### config.mk
export PLATFORM = sky130hd
export DESIGN_NAME = memory_arbiter
export DESIGN_NICKNAME = d
export VERILOG_FILES = /design/src/rtl/memory_arbiter.sv
export SDC_FILE = /design/constraint.sdc
export NUM_CORES = 1
export LEC_CHECK = 0
export CAP_MARGIN = 0
export CELL_PAD_IN_SITES_DETAIL_PLACEMENT = 1
export CELL_PAD_IN_SITES_GLOBAL_PLACEMENT = 2
export CORE_AREA = 5 5 251 253
export DETAILED_ROUTE_END_ITERATION = 16
export DIE_AREA = 0 0 256 258
export PLACE_DENSITY_LB_ADDON = 0.1
export SLEW_MARGIN = 20
export SYNTH_ARGS = -nofsm -noshare
export SYNTH_HDL_FRONTEND = slang
export SYNTH_SLANG_ARGS = --single-unit
### constraint.sdc
create_clock -name clk -period 3.73 [get_ports clk]
set_input_delay 1.119 -clock clk [delete_from_list [all_inputs] [get_ports clk]]
set_output_delay 1.119 -clock clk [all_outputs]
set_load 0.02 [all_outputs]
### src/rtl/memory_arbiter.sv
`default_nettype none
// ============================================================================
//  Module   : memory_arbiter
//  Purpose  : Round-robin sharing of one memory_unit command port between N
//             requesters, with GC hand-off and transparent GET_FREE retry.
//  Revision : 1.0
// ============================================================================
module memory_arbiter #(
    parameter int N      = 3,
    parameter int ADDR_W = 10,
    parameter int DATA_W = 64,
    parameter int IDW    = (N > 1) ? $clog2(N) : 1
) (
    input  logic                  clk,
    input  logic                  rst_n,
    input  logic [N-1:0]          i_req_valid,
    input  logic [2*N-1:0]        i_req_func,
    input  logic [N*ADDR_W-1:0]   i_req_addr1,
    input  logic [N*ADDR_W-1:0]   i_req_addr2,
    input  logic [N*DATA_W-1:0]   i_req_wdata,
    output logic [N-1:0]          o_req_done,
    output logic [IDW-1:0]        o_grant_id,
    output logic [DATA_W-1:0]     o_rsp_data1,
    output logic [DATA_W-1:0]     o_rsp_data2,
    output logic [ADDR_W-1:0]     o_rsp_free_addr,
    output logic                  o_gc_busy,
    output logic                  o_gc_done,
    output logic [ADDR_W-1:0]     o_gc_root,
    output logic                  o_oom,
    output logic [1:0]            o_mem_func,
    output logic                  o_mem_execute,
    output logic [ADDR_W-1:0]     o_mem_address1,
    output logic [ADDR_W-1:0]     o_mem_address2,
    output logic [DATA_W-1:0]     o_mem_write_data,
    output logic                  o_mem_gc_ready,
    input  logic                  i_mem_is_ready,
    input  logic                  i_mem_gc,
    input  logic [DATA_W-1:0]     i_mem_read_data1,
    input  logic [DATA_W-1:0]     i_mem_read_data2,
    input  logic [ADDR_W-1:0]     i_mem_free_addr
);

    localparam logic [1:0] c_GET_FREE = 2'd2;

    typedef enum logic [2:0] {
        S_IDLE   = 3'd0,
        S_ISSUE  = 3'd1,
        S_SETTLE = 3'd2,
        S_WAIT   = 3'd3,
        S_GC_ARM = 3'd4,
        S_GC_RUN = 3'd5
    } state_t;

    state_t r_state, w_state_nxt;

    logic [IDW-1:0]    r_rr_ptr, r_grant_id, w_winner, w_ptr_nxt;
    logic              r_retry, w_any;
    logic [N-1:0]      r_req_done;
    logic [DATA_W-1:0] r_rsp_data1, r_rsp_data2, r_mem_write_data;
    logic [ADDR_W-1:0] r_rsp_free_addr, r_gc_root, r_mem_address1, r_mem_address2;
    logic              r_gc_busy, r_gc_done, r_oom, r_mem_execute, r_mem_gc_ready;
    logic [1:0]        r_mem_func;
    logic              w_grant, w_complete, w_oom_fail, w_gc_enter, w_gc_finish;

    logic [1:0]        w_func  [N];
    logic [ADDR_W-1:0] w_addr1 [N];
    logic [ADDR_W-1:0] w_addr2 [N];
    logic [DATA_W-1:0] w_wdata [N];

    for (genvar g = 0; g < N; g++) begin : g_unpack
        assign w_func[g]  = i_req_func[2*g +: 2];
        assign w_addr1[g] = i_req_addr1[g*ADDR_W +: ADDR_W];
        assign w_addr2[g] = i_req_addr2[g*ADDR_W +: ADDR_W];
        assign w_wdata[g] = i_req_wdata[g*DATA_W +: DATA_W];
    end

    // Scan downwards so the lowest offset from the pointer wins last.
    always_comb begin
        w_any    = 1'b0;
        w_winner = '0;
        for (int k = N - 1; k >= 0; k--) begin
            if (i_req_valid[(int'(r_rr_ptr) + k) % N]) begin
                w_any    = 1'b1;
                w_winner = IDW'((int'(r_rr_ptr) + k) % N);
            end
        end
    end

    assign w_ptr_nxt = (r_grant_id == IDW'(N - 1)) ? '0 : r_grant_id + 1'b1;

    always_ff @(posedge clk or negedge rst_n) begin
        if (!rst_n) r_state <= S_IDLE;
        else        r_state <= w_state_nxt;
    end

    always_comb begin
        w_state_nxt = r_state;
        w_grant     = 1'b0;
        w_complete  = 1'b0;
        w_oom_fail  = 1'b0;
        w_gc_enter  = 1'b0;
        w_gc_finish = 1'b0;
        case (r_state)
            S_IDLE: begin
                if (i_mem_gc) begin
                    w_gc_enter  = 1'b1;
                    w_state_nxt = S_GC_ARM;
                end else if (i_mem_is_ready && w_any) begin
                    w_grant     = 1'b1;
                    w_state_nxt = S_ISSUE;
                end
            end
            S_ISSUE:  w_state_nxt = S_SETTLE;
            S_SETTLE: w_state_nxt = S_WAIT;
            S_WAIT: begin
                if (i_mem_is_ready) begin
                    if (r_mem_func == c_GET_FREE && i_mem_gc) begin
                        if (!r_retry) begin
                            w_gc_enter  = 1'b1;
                            w_state_nxt = S_GC_ARM;
                        end else begin
                            w_oom_fail  = 1'b1;
                            w_state_nxt = S_IDLE;
                        end
                    end else begin
                        w_complete  = 1'b1;
                        w_state_nxt = S_IDLE;
                    end
                end
            end
            S_GC_ARM: w_state_nxt = S_GC_RUN;
            // is_ready stays high through GC, so only the fall of gc ends it.
            S_GC_RUN: begin
                if (!i_mem_gc) begin
                    w_gc_finish = 1'b1;
                    w_state_nxt = r_retry ? S_ISSUE : S_IDLE;
                end
            end
            default: w_state_nxt = S_IDLE;
        endcase
    end

    always_ff @(posedge clk or negedge rst_n) begin
        if (!rst_n) begin
            r_rr_ptr         <= '0;
            r_grant_id       <= '0;
            r_retry          <= 1'b0;
            r_req_done       <= '0;
            r_rsp_data1      <= '0;
            r_rsp_data2      <= '0;
            r_rsp_free_addr  <= '0;
            r_gc_busy        <= 1'b0;
            r_gc_done        <= 1'b0;
            r_gc_root        <= '0;
            r_oom            <= 1'b0;
            r_mem_func       <= '0;
            r_mem_execute    <= 1'b0;
            r_mem_address1   <= '0;
            r_mem_address2   <= '0;
            r_mem_write_data <= '0;
            r_mem_gc_ready   <= 1'b0;
        end else begin
            r_req_done    <= '0;
            r_gc_done     <= 1'b0;
            r_mem_execute <= (w_state_nxt == S_ISSUE);
            if (w_grant) begin
                r_grant_id       <= w_winner;
                r_mem_func       <= w_func[w_winner];
                r_mem_address1   <= w_addr1[w_winner];
                r_mem_address2   <= w_addr2[w_winner];
                r_mem_write_data <= w_wdata[w_winner];
            end
            if (w_complete) begin
                r_rsp_data1             <= i_mem_read_data1;
                r_rsp_data2             <= i_mem_read_data2;
                r_rsp_free_addr         <= i_mem_free_addr;
                r_req_done[r_grant_id]  <= 1'b1;
                r_rr_ptr                <= w_ptr_nxt;
                r_retry                 <= 1'b0;
            end
            if (w_oom_fail) begin
                r_oom                   <= 1'b1;
                r_rsp_free_addr         <= '0;
                r_req_done[r_grant_id]  <= 1'b1;
                r_rr_ptr                <= w_ptr_nxt;
                r_retry                 <= 1'b0;
            end
            // Only a GC entered from a failed allocation is followed by a retry.
            if (w_gc_enter) begin
                r_gc_busy      <= 1'b1;
                r_mem_gc_ready <= 1'b1;
                r_retry        <= (r_state == S_WAIT);
            end
            if (w_gc_finish) begin
                r_gc_busy      <= 1'b0;
                r_mem_gc_ready <= 1'b0;
                r_gc_done      <= 1'b1;
                r_gc_root      <= i_mem_read_data1[ADDR_W-1:0];
            end
        end
    end

    assign o_req_done       = r_req_done;
    assign o_grant_id       = r_grant_id;
    assign o_rsp_data1      = r_rsp_data1;
    assign o_rsp_data2      = r_rsp_data2;
    assign o_rsp_free_addr  = r_rsp_free_addr;
    assign o_gc_busy        = r_gc_busy;
    assign o_gc_done        = r_gc_done;
    assign o_gc_root        = r_gc_root;
    assign o_oom            = r_oom;
    assign o_mem_func       = r_mem_func;
    assign o_mem_execute    = r_mem_execute;
    assign o_mem_address1   = r_mem_address1;
    assign o_mem_address2   = r_mem_address2;
    assign o_mem_write_data = r_mem_write_data;
    assign o_mem_gc_ready   = r_mem_gc_ready;

endmodule
`default_nettype wire

==> flow_metrics.py <==
metrics = {
    "clock_tree": {
        "cts_tree": "built",
        "clkTransAtPathRegs_ps": 50,
        "insertion_delay_ps": 530,
        "cts_setup_buffers": 0,
        "cts_num_sinks": 249,
        "h-tree-depth": 2,
        "clock_path_buffers": 3,
        "cts_root_buffer": "clkbuf_16",
        "hold_buffers": 0,
        "cts_buffers": 35,
        "cts_resized": 0,
    },
    "floorplan": {
        "dieArea_um2": 66050,
        "ios": 647,
        "fp.dieW_um": 256,
        "core-area_um2": 60800,
        "initial_utilization_pct": 19.39,
        "dieHeight_um": 258,
        "rows": 91,
    },
    "pwr": {
        "ir_drop_mv": 0.3553,
        "pwr-share-seq_pct": 27.3,
        "clkPwrFrac_pct": 19.0,
        "swShare_pct": 40.53,
        "p_leak_nw": 8.134,
        "pwr-share-comb_pct": 53.7,
        "power.internal_w": 0.01022,
        "power_density_nw_per_um2": 845.6,
        "p_sw_w": 0.006967,
    },
    "job": {
        "drv_cap": 0,
    },
    "timing": {
        "hold_viol": 0,
        "rsz0062_at_grt": "no",
        "worst_pin_slew_ps": 558.3,
        "max_freq_mhz": 336.4,
        "fin_setup_tns_ps": 0,
        "slew_headroom_pct": 62.78,
        "setup_viol": 0,
        "drv_slew": 0,
        "fin_skew_ps": 12.35,
        "period_needed_ps": 2973,
        "min_period_over_period_pct": 79.70,
    },
    "routing": {
        "drtIter0Drc": 359,
        "drt_first_pass_iters": 4,
        "vias_per_cell": 4.448,
        "avgRoutedWirePerCell_um": 24.37,
        "drc_errors": 0,
        "detail-route-antenna-nets": 0,
        "wl_um": 59470,
        "vias": 10850,
    },
    "global_routing": {
        "antenna_found_initial": 22,
        "grt_pass1_wl_um": 85570,
        "grt.overflow.total": 0,
        "grt_pass1_vias": 12170,
        "track_usage_pct": 17.14,
        "grt_max_degree": 69,
    },
    "placement": {
        "dpl.hpwl_um": 44370,
        "gp_congestion": 0.7574,
        "portBuffers": 646,
    },
    "status": {
        "status": "finished, final reports clean",
    },
    "worst_setup_path": {
        "startpoint_type": "input port",
        "ff2ff_setup_slack_ps": 970,
        "worst-path-max-fanout": 31,
        "critical_path_class": "in -> reg",
        "rr_endpoint": "o_mem_write_data[8]$_DFFE_PN0P_",
        "arrival_ps": 3380,
        "worstPathRequired_ps": 4140,
        "crit_end": "o_mem_write_data[8]$_DFFE_PN0P_",
        "end_kind": "flop",
        "reg2regPathDepth": 8,
        "crit_path_start": "i_req_valid[1]",
        "reg2reg_from": "r_rr_ptr[1]$_DFFE_PN0P_",
    },
    "yosys": {
        "synthFlopType": "dfrtp_1",
        "synth-async-reset-ratio_pct": 100.0,
        "synth_top_family_by_area": "compound AO/OA/AOI/OAI gates",
        "ys_warn_count": 0,
        "netlist_instances": 996,
        "ys_ff_latch": 249,
        "muxShareOfSynthArea_pct": 13.27,
        "post-synth-top-count-cell": "dfrtp_1",
        "synthTopCellsByCount": "dfrtp_1 (249), mux2_2 (138), nand2_1 (93)",
        "synthXorXnorAreaFrac_pct": 0,
        "post_synth_num_cell_types": 47,
        "syn_avg_cell_area_um2": 11.83,
        "synth.yosys.seq_area_share_pct": 52.87,
        "synth_largest_area_cell": "dfrtp_1",
        "synth_edf_count": 0,
        "synth_compound_area_share_pct": 15.19,
        "synth-simple-area-share_pct": 13.39,
        "synth_nets": 1402,
        "syn_area_um2": 11790,
        "synth_top_area_share_pct": 52.87,
        "yosys-top-cells-area": "dfrtp_1 (53%), mux2_2 (13%), o41ai_2 (4.8%)",
        "synthAdderAreaFrac_pct": 0.3185,
    },
    "min_path": {
        "hold_class": "reg -> reg",
    },
    "finish": {
        "area_delta_synth_final_pct": 72.46,
        "utilization_pct": 33.43,
        "fin_nets": 2019,
        "drive_above_1_share_pct": 18.59,
    },
}
==> through the flow <==
stage	area [um^2]	power (W)	hold slack [ps]	setup WS, ps	cells
final	20330	0.01719	461.6	757.1	2440
after global routing	20310	0.01818	480.5	667.5	2434
after CTS	20290	0.01762	466.5	804.0	2425
after detailed placement	19190	0.01418	450.8	239.8	2366
after global placement	19190	0.01409	443.7	259.4	2366
after floorplan	11790	0.009520	476.1	1289	996
==> flip-flops by register name (all words and copies together), names as in the netlist <==
name	flops
o_gc_done	1
o_gc_root	10
o_grant_id	2
o_mem_address1	10
o_mem_address2	10
o_mem_execute	1
o_mem_func	2
o_mem_gc_ready	1
o_mem_write_data	64
o_oom	1
o_req_done	3
o_rsp_data1	64
o_rsp_data2	64
o_rsp_free_addr	10
r_retry	1
r_rr_ptr	2
r_state	3
==> kinds of logic after synthesis <==
family / after synthesis
muxes: 139
adders and majority gates: 3
DFF: 249
buffers and inverters: 101
and+or+nand+nor: 288
AOI/OAI and AO/OA: 216
==> how the worst min path moves through the flow <==
stage | from | end | depth (start not counted) | slack [ps]
2_1_floorplan | r_rr_ptr[1]$_DFFE_PN0P_ | r_rr_ptr[1]$_DFFE_PN0P_ | 1 | 480
3_3_place_gp | o_oom$_DFFE_PN0P_ | o_oom$_DFFE_PN0P_ | 1 | 440
3_5_place_dp | o_oom$_DFFE_PN0P_ | o_oom$_DFFE_PN0P_ | 1 | 450
4_1_cts | o_oom$_DFFE_PN0P_ | o_oom$_DFFE_PN0P_ | 1 | 470
5_1_grt | o_oom$_DFFE_PN0P_ | o_oom$_DFFE_PN0P_ | 1 | 480
6_report | o_oom$_DFFE_PN0P_ | o_oom$_DFFE_PN0P_ | 1 | 460
==> power by group through the flow <==
stage                     registers [W]  clock network [W]  logic, W
after floorplan                 0.00618                  0   0.00334
after global placement          0.00470                  0   0.00939
after detailed placement        0.00474                  0   0.00944
after CTS                       0.00472            0.00343   0.00947
after global routing            0.00486            0.00351   0.00980
final                           0.00469            0.00327   0.00923
==> critical path, stage by stage <==
cell and delay, ps:
clkdlybuf4s50_1 560, nor2b_2 270, o21ba_2 300, o21a_4 350, buf_12 270, nor4_1 90, o41ai_1 370
==> area by class of cell <==
| type | instances | area, um^2 |
|---|---|---|
| Fill cell | 6679 | 40470 |
| Timing Repair Buffer | 677 | 6929 |
| Sequential cell | 249 | 6231 |
| Multi-Input combinational cell | 646 | 5026 |
| Clock buffer | 53 | 1055 |
| Tap cell | 790 | 988.4 |
| Clock inverter | 6 | 45.04 |
| Antenna cell | 15 | 37.54 |
| Inverter | 4 | 15.01 |
==> cell usage in the layout (no fill, tap or decap), types with 9 or more instances in the layout <==
cell / synthesis / routed
clkbuf_16: 0 / 36
clkdlybuf4s50_1: 0 / 645
a22o_1: 10 / 10
nand2_1: 93 / 93
nor4_1: 53 / 53
a21oi_1: 90 / 90
dfrtp_1: 249 / 249
buf_4: 12 / 13
diode_2: 0 / 15
nor2_1: 85 / 85
buf_12: 0 / 18
o41ai_2: 35 / 35
mux2_2: 138 / 138
o41ai_1: 44 / 44
clkbuf_8: 0 / 9
nor4_2: 33 / 33
==> layer usage <==
metal / routed length [um] / global-route usage, %
met1: 22290 / 18.93
met2: 31440 / 30.98
met3: 4215 / 5.866
met4: 1453 / 5.592
met5: 67 / 0
(Power assumes the default switching activity.)
